**src/rtl/store_write_buffer.sv**
```systemverilog
// MEM-stage store path: aligns SB/SH/SW into lane-aligned words with byte enables, queues them
// in a FIFO drained over a valid/ready port. Optional macro STORE_ALIGN_CHECK_EN drops misaligned stores.
module store_write_buffer #(
    parameter int NBITS = 32,
    parameter int DEPTH = 4
) (
    input  logic                       i_clk,
    input  logic                       i_reset_n,
    input  logic                       i_Store,
    input  logic [1:0]                 i_Size,
    input  logic [NBITS-1:0]           i_Addr,
    input  logic [NBITS-1:0]           i_Data,
    input  logic                       i_Load,
    input  logic [NBITS-1:0]           i_LoadAddr,
    output logic                       o_Stall,
    output logic                       o_MemWe,
    output logic [NBITS-1:0]           o_MemAddr,
    output logic [NBITS-1:0]           o_MemData,
    output logic [3:0]                 o_MemBe,
    input  logic                       i_MemReady,
    output logic                       o_Empty,
`ifdef STORE_ALIGN_CHECK_EN
    output logic                       o_Misaligned,
`endif
    output logic [$clog2(DEPTH):0]     o_Count
);

    localparam int PW = $clog2(DEPTH);
    localparam int CW = PW + 1;

    logic [NBITS-1:0] addr_q [DEPTH];
    logic [NBITS-1:0] data_q [DEPTH];
    logic [3:0]       be_q   [DEPTH];
    logic [DEPTH-1:0] vld_q;
    logic [PW-1:0]    wr_ptr;
    logic [PW-1:0]    rd_ptr;
    logic [CW-1:0]    count_q;

    logic [NBITS-1:0] al_data;
    logic [3:0]       al_be;
    logic             full;
    logic             empty;
    logic             hazard;
    logic             misaligned;
    logic             push;
    logic             pop;
    logic             unused_ok;

    assign unused_ok = ^{i_LoadAddr[1:0]};

    always_comb begin
        al_data = i_Data;
        al_be   = 4'b1111;
        case (i_Size)
            2'b00: begin
                al_data = NBITS'({4{i_Data[7:0]}});
                al_be   = 4'b0001 << i_Addr[1:0];
            end
            2'b01: begin
                al_data = NBITS'({2{i_Data[15:0]}});
                al_be   = i_Addr[1] ? 4'b1100 : 4'b0011;
            end
            default: begin
                al_data = i_Data;
                al_be   = 4'b1111;
            end
        endcase
    end

`ifdef STORE_ALIGN_CHECK_EN
    assign misaligned = (i_Size == 2'b01 && i_Addr[0]) || (i_Size[1] && i_Addr[1:0] != 2'b00);

    always_ff @(posedge i_clk) begin
        if (!i_reset_n) o_Misaligned <= 1'b0;
        else            o_Misaligned <= i_Store && !i_Load && misaligned;
    end
`else
    assign misaligned = 1'b0;
`endif

    // Every valid entry is compared, including a head that pops this same cycle.
    always_comb begin
        hazard = 1'b0;
        for (int unsigned i = 0; i < DEPTH; i++) begin
            if (i_Load && vld_q[i] && addr_q[i][NBITS-1:2] == i_LoadAddr[NBITS-1:2])
                hazard = 1'b1;
        end
    end

    assign full    = (count_q == CW'(DEPTH));
    assign empty   = (count_q == '0);
    // A store alongside a load is never enqueued; only the load check matters then.
    assign push    = i_Store && !i_Load && !full && !hazard && !misaligned;
    assign pop     = !empty && i_MemReady;

    assign o_Stall   = i_reset_n && ((i_Store && full && !misaligned) || hazard);
    assign o_MemWe   = !empty;
    assign o_MemAddr = addr_q[rd_ptr];
    assign o_MemData = data_q[rd_ptr];
    assign o_MemBe   = be_q[rd_ptr];
    assign o_Empty   = empty;
    assign o_Count   = count_q;

    always_ff @(posedge i_clk) begin
        if (!i_reset_n) begin
            wr_ptr  <= '0;
            rd_ptr  <= '0;
            count_q <= '0;
            vld_q   <= '0;
            for (int unsigned i = 0; i < DEPTH; i++) begin
                addr_q[i] <= '0;
                data_q[i] <= '0;
                be_q[i]   <= '0;
            end
        end else begin
            if (push) begin
                addr_q[wr_ptr] <= {i_Addr[NBITS-1:2], 2'b00};
                data_q[wr_ptr] <= al_data;
                be_q[wr_ptr]   <= al_be;
                vld_q[wr_ptr]  <= 1'b1;
                wr_ptr         <= wr_ptr + 1'b1;
            end
            if (pop) begin
                vld_q[rd_ptr] <= 1'b0;
                rd_ptr        <= rd_ptr + 1'b1;
            end
            count_q <= count_q + CW'(push) - CW'(pop);
        end
    end

endmodule

```
**config.mk**
```make
export PLATFORM = sky130hd
export DESIGN_NAME = store_write_buffer
export DESIGN_NICKNAME = d
export VERILOG_FILES = /design/src/rtl/store_write_buffer.sv
export SDC_FILE = /design/constraint.sdc
export NUM_CORES = 1
export LEC_CHECK = 0
export CAP_MARGIN = 20
export CORE_UTILIZATION = 52
export CTS_CLUSTER_DIAMETER = 100
export CTS_CLUSTER_SIZE = 8
export DETAILED_ROUTE_END_ITERATION = 12
export DONT_BUFFER_PORTS = 1
export PLACE_DENSITY_LB_ADDON = 0.05
export REMOVE_ABC_BUFFERS = 1
export SYNTH_ARGS = -nofsm -noshare
export SYNTH_HDL_FRONTEND = slang
export SYNTH_SLANG_ARGS = --single-unit
```
**constraint.sdc**
```tcl
create_clock -name i_clk -period 8.3 [get_ports i_clk]
set_input_delay 1.66 -clock i_clk [delete_from_list [all_inputs] [get_ports i_clk]]
set_output_delay 1.66 -clock i_clk [all_outputs]
set_load 0.01 [all_outputs]
```
==> flow_metrics.py <==
metrics = {
    "cts": {
        "ctsResizeCount": 0,
        "numClockSinks": 277,
        "tritoncts": "built",
        "h-tree-depth": 2,
        "hold_buffers": 0,
        "cts-root-buf": "clkbuf_16",
        "path_clk_slew_ns": 0.05,
        "postCtsSetupBuffers": 0,
        "cts_buffer_depth": 3,
        "worst_skew_pair.late_latency_ns": 0.52,
        "cts_buffers": 40,
    },
    "timing": {
        "fin_skew_ns": 0.0204,
        "tightest_slew_ns": 1.10,
        "fin_crit_sh_pct": 58.2,
        "hold_viol_final": 0,
        "min_period_ns": 4.83,
        "finalSetupTns_ns": 0,
        "rsz0062_at_grt": "no",
        "finalSetupViolations": 0,
        "clock.fmax_mhz": 207,
        "slew_headroom_pct": 26.6,
        "maxSlewViolCount": 0,
    },
    "yosys": {
        "yosysMostFrequentCell": "edfxtp_1",
        "yosysWarnings": 0,
        "synth_top_cell_area_share_pct": 58.6,
        "synth_seq_area_share_pct": 60.5,
        "syn_area_sq_mm": 0.0135,
        "synth_ff_type": "edfxtp_1",
        "synth.avg_cell_area_sq_um": 14.3,
        "synthTopCellsByArea": "edfxtp_1, mux4_2, xor2_1",
        "ys_top_cells_by_count": "edfxtp_1, nor2_1, and2_1",
        "yosysUniqueCellTypes": 37,
        "async_flop_share_pct": 0,
        "synth-edff-count": 264,
        "ys_ff_latch": 277,
        "synthCells": 948,
        "synth_area_leader_cell": "edfxtp_1",
    },
    "global_routing": {
        "grt_max_degree": 67,
        "grt_usage_pct": 26.2,
        "antenna_found_initial": 0,
        "grt_pass1_wl_um": 50300,
        "grt_pass1_vias": 8252,
        "grt-ovfl-total": 0,
    },
    "power": {
        "leakage_nw": 5.57,
        "p_per_area_mw_per_mm2": 259,
        "ir_drop_v": 0.000172,
    },
    "critical_path": {
        "worst_setup_path_start_kind": "input pin",
        "crit_end": "o_Stall",
        "rr_endpoint": "addr_q[0][15]$_SDFFCE_PN0P_",
        "cp-end-kind": "output pin",
        "path_class": "input pin to output pin",
        "worstPathRequired_ns": 6.64,
        "cp-startpoint": "i_LoadAddr[25]",
        "worstPathArrival_ns": 3.17,
        "cp_max_fo": 4,
        "reg2reg_slack_ns": 4.83,
        "regToRegStartpoint": "o_Count[1]$_SDFF_PN0_",
        "reg2reg_depth": 7,
    },
    "layout": {
        "area_growth_syn_to_layout_pct": 10.3,
        "fillCellCount": 1988,
        "layout-drive-gt1-share_pct": 14.2,
        "diodes": 0,
        "final_nets": 1062,
        "fin_cells": 1292,
    },
    "place": {
        "dpl.cell_count": 1236,
        "port_buffers": 0,
        "gp_congestion": 0.858,
        "dpl.hpwl_um": 20900,
    },
    "routing": {
        "vias_per_cell": 6.02,
        "ant_nets": 0,
        "num_vias": 7774,
        "dr.pass1.iters": 5,
        "wire_per_inst_um": 26.4,
        "drcViolationCount": 0,
        "routed_wl_um": 34100,
        "drt_iter0_markers": 473,
    },
    "worst_hold_path": {
        "hold_start": "vld_q[2]$_SDFF_PN0_",
        "hp-class": "flip-flop to flip-flop",
    },
    "run": {
        "maxCapViolCount": 0,
    },
    "run_status": {
        "status": "finished clean",
    },
    "floorplan": {
        "start_util_pct": 53.5,
        "die_w_um": 163,
        "core_sq_mm": 0.0253,
        "die_y_um": 163,
        "num_io_pins": 177,
        "rows": 58,
        "dieArea_sq_mm": 0.0267,
    },
}
## worst max-delay path, stage by stage
cell and delay, ns:
xor2_1 0.15, nor4_1 0.67, nand4_1 0.27, o22ai_1 0.19
o31a_1 0.23
## kinds of logic (layout without fill, tap and decap cells)
kind of cell / Yosys count / after routing / share of synthesized area (%)
and+or+nand+nor: 358 / 358 / 13.9
DFF: 277 / 277 / 60.5
xor gates and xnor gates: 124 / 124 / 8.08
muxes: 91 / 91 / 12.8
buffers and inverters: 65 / 78 / 2.69
AOI/OAI and AO/OA: 21 / 21 / 0.896
adders and majority gates: 11 / 11 / 1.07
other: 1 / 2 / 0.0277
## per-stage QoR
stage | util [%] | cell area [sq um] | setup slack [ns] | power (mW) | hold slack [ns]
global route | 59.0 | 14900 | 3.49 | 4.01 | 0.533
floorplan | - | 13200 | 0.0869 | 2.29 | 0.452
detailed placement | 54.7 | 13900 | 3.42 | 2.48 | 0.489
CTS | 59.0 | 14900 | 3.42 | 3.91 | 0.504
global placement | 54.4 | 13800 | 3.44 | 2.47 | 0.488
finish | 59.0 | 14900 | 3.47 | 3.87 | 0.501
## cell type report
cell class	instances	area, sq um	share of cell area (%)
inverter	9	33.8	0.226
multi-input combinational	607	5050	33.8
timing repair buffer	13	158	1.06
clock inverter	3	30.0	0.201
clock buffer	53	1050	7.03
sequential	277	8200	54.9
tap	330	413	2.76
## how the worst min path moves through the flow
stage | slack, ns | to | cells past startpoint
4_1_cts | 0.50 | vld_q[3]$_SDFF_PN0_ | 2
5_1_grt | 0.53 | vld_q[0]$_SDFF_PN0_ | 2
6_report | 0.50 | vld_q[2]$_SDFF_PN0_ | 2
2_1_floorplan | 0.45 | vld_q[0]$_SDFF_PN0_ | 2
3_5_place_dp | 0.49 | vld_q[2]$_SDFF_PN0_ | 2
3_3_place_gp | 0.49 | vld_q[1]$_SDFF_PN0_ | 2
## report_power, final
part | internal, mW | switching (mW)
logic | 0.311 | 0.366
clock network | 0.870 | 0.558
registers | 1.64 | 0.122
total | 2.82 | 1.05
## layer usage
metal  global-route usage, %  routed length (um)
met1                    32.3               12900
met2                    45.3               17500
met3                    6.68                3030
met4                    7.56                 630
met5                       0                   0
## state kept, by name, indices dropped and copies added, names as in the netlist, named ones only
signal and flops:
vld_q 4, data_q 128, addr_q 120, wr_ptr 2, be_q 16, o_Count 3, rd_ptr 2
## cell usage in the layout, fill, tap and decap left out, types with 2 or more instances in the layout
cell	synthesis	layout
nor3_4	0	3
nand4_1	10	10
nand2_4	0	3
nor2b_1	3	3
clkbuf_16	0	40
inv_1	9	9
a21oi_1	15	15
nand2b_1	2	2
buf_4	17	10
nor2_1	129	129
dfxtp_4	0	2
xnor2_1	14	14
and2_1	121	121
mux2i_1	25	25
nor4_1	27	27
ha_1	10	10
buf_16	0	3
conb_1	1	2
nor3_1	3	3
clkbuf_1	13	13
mux4_2	66	66
dfxtp_1	13	11
nand2_1	15	12
nand3_1	4	4
edfxtp_1	264	264
xor2_1	109	109
and3_1	38	38
Note: power is estimated with default switching activity, not from simulation.
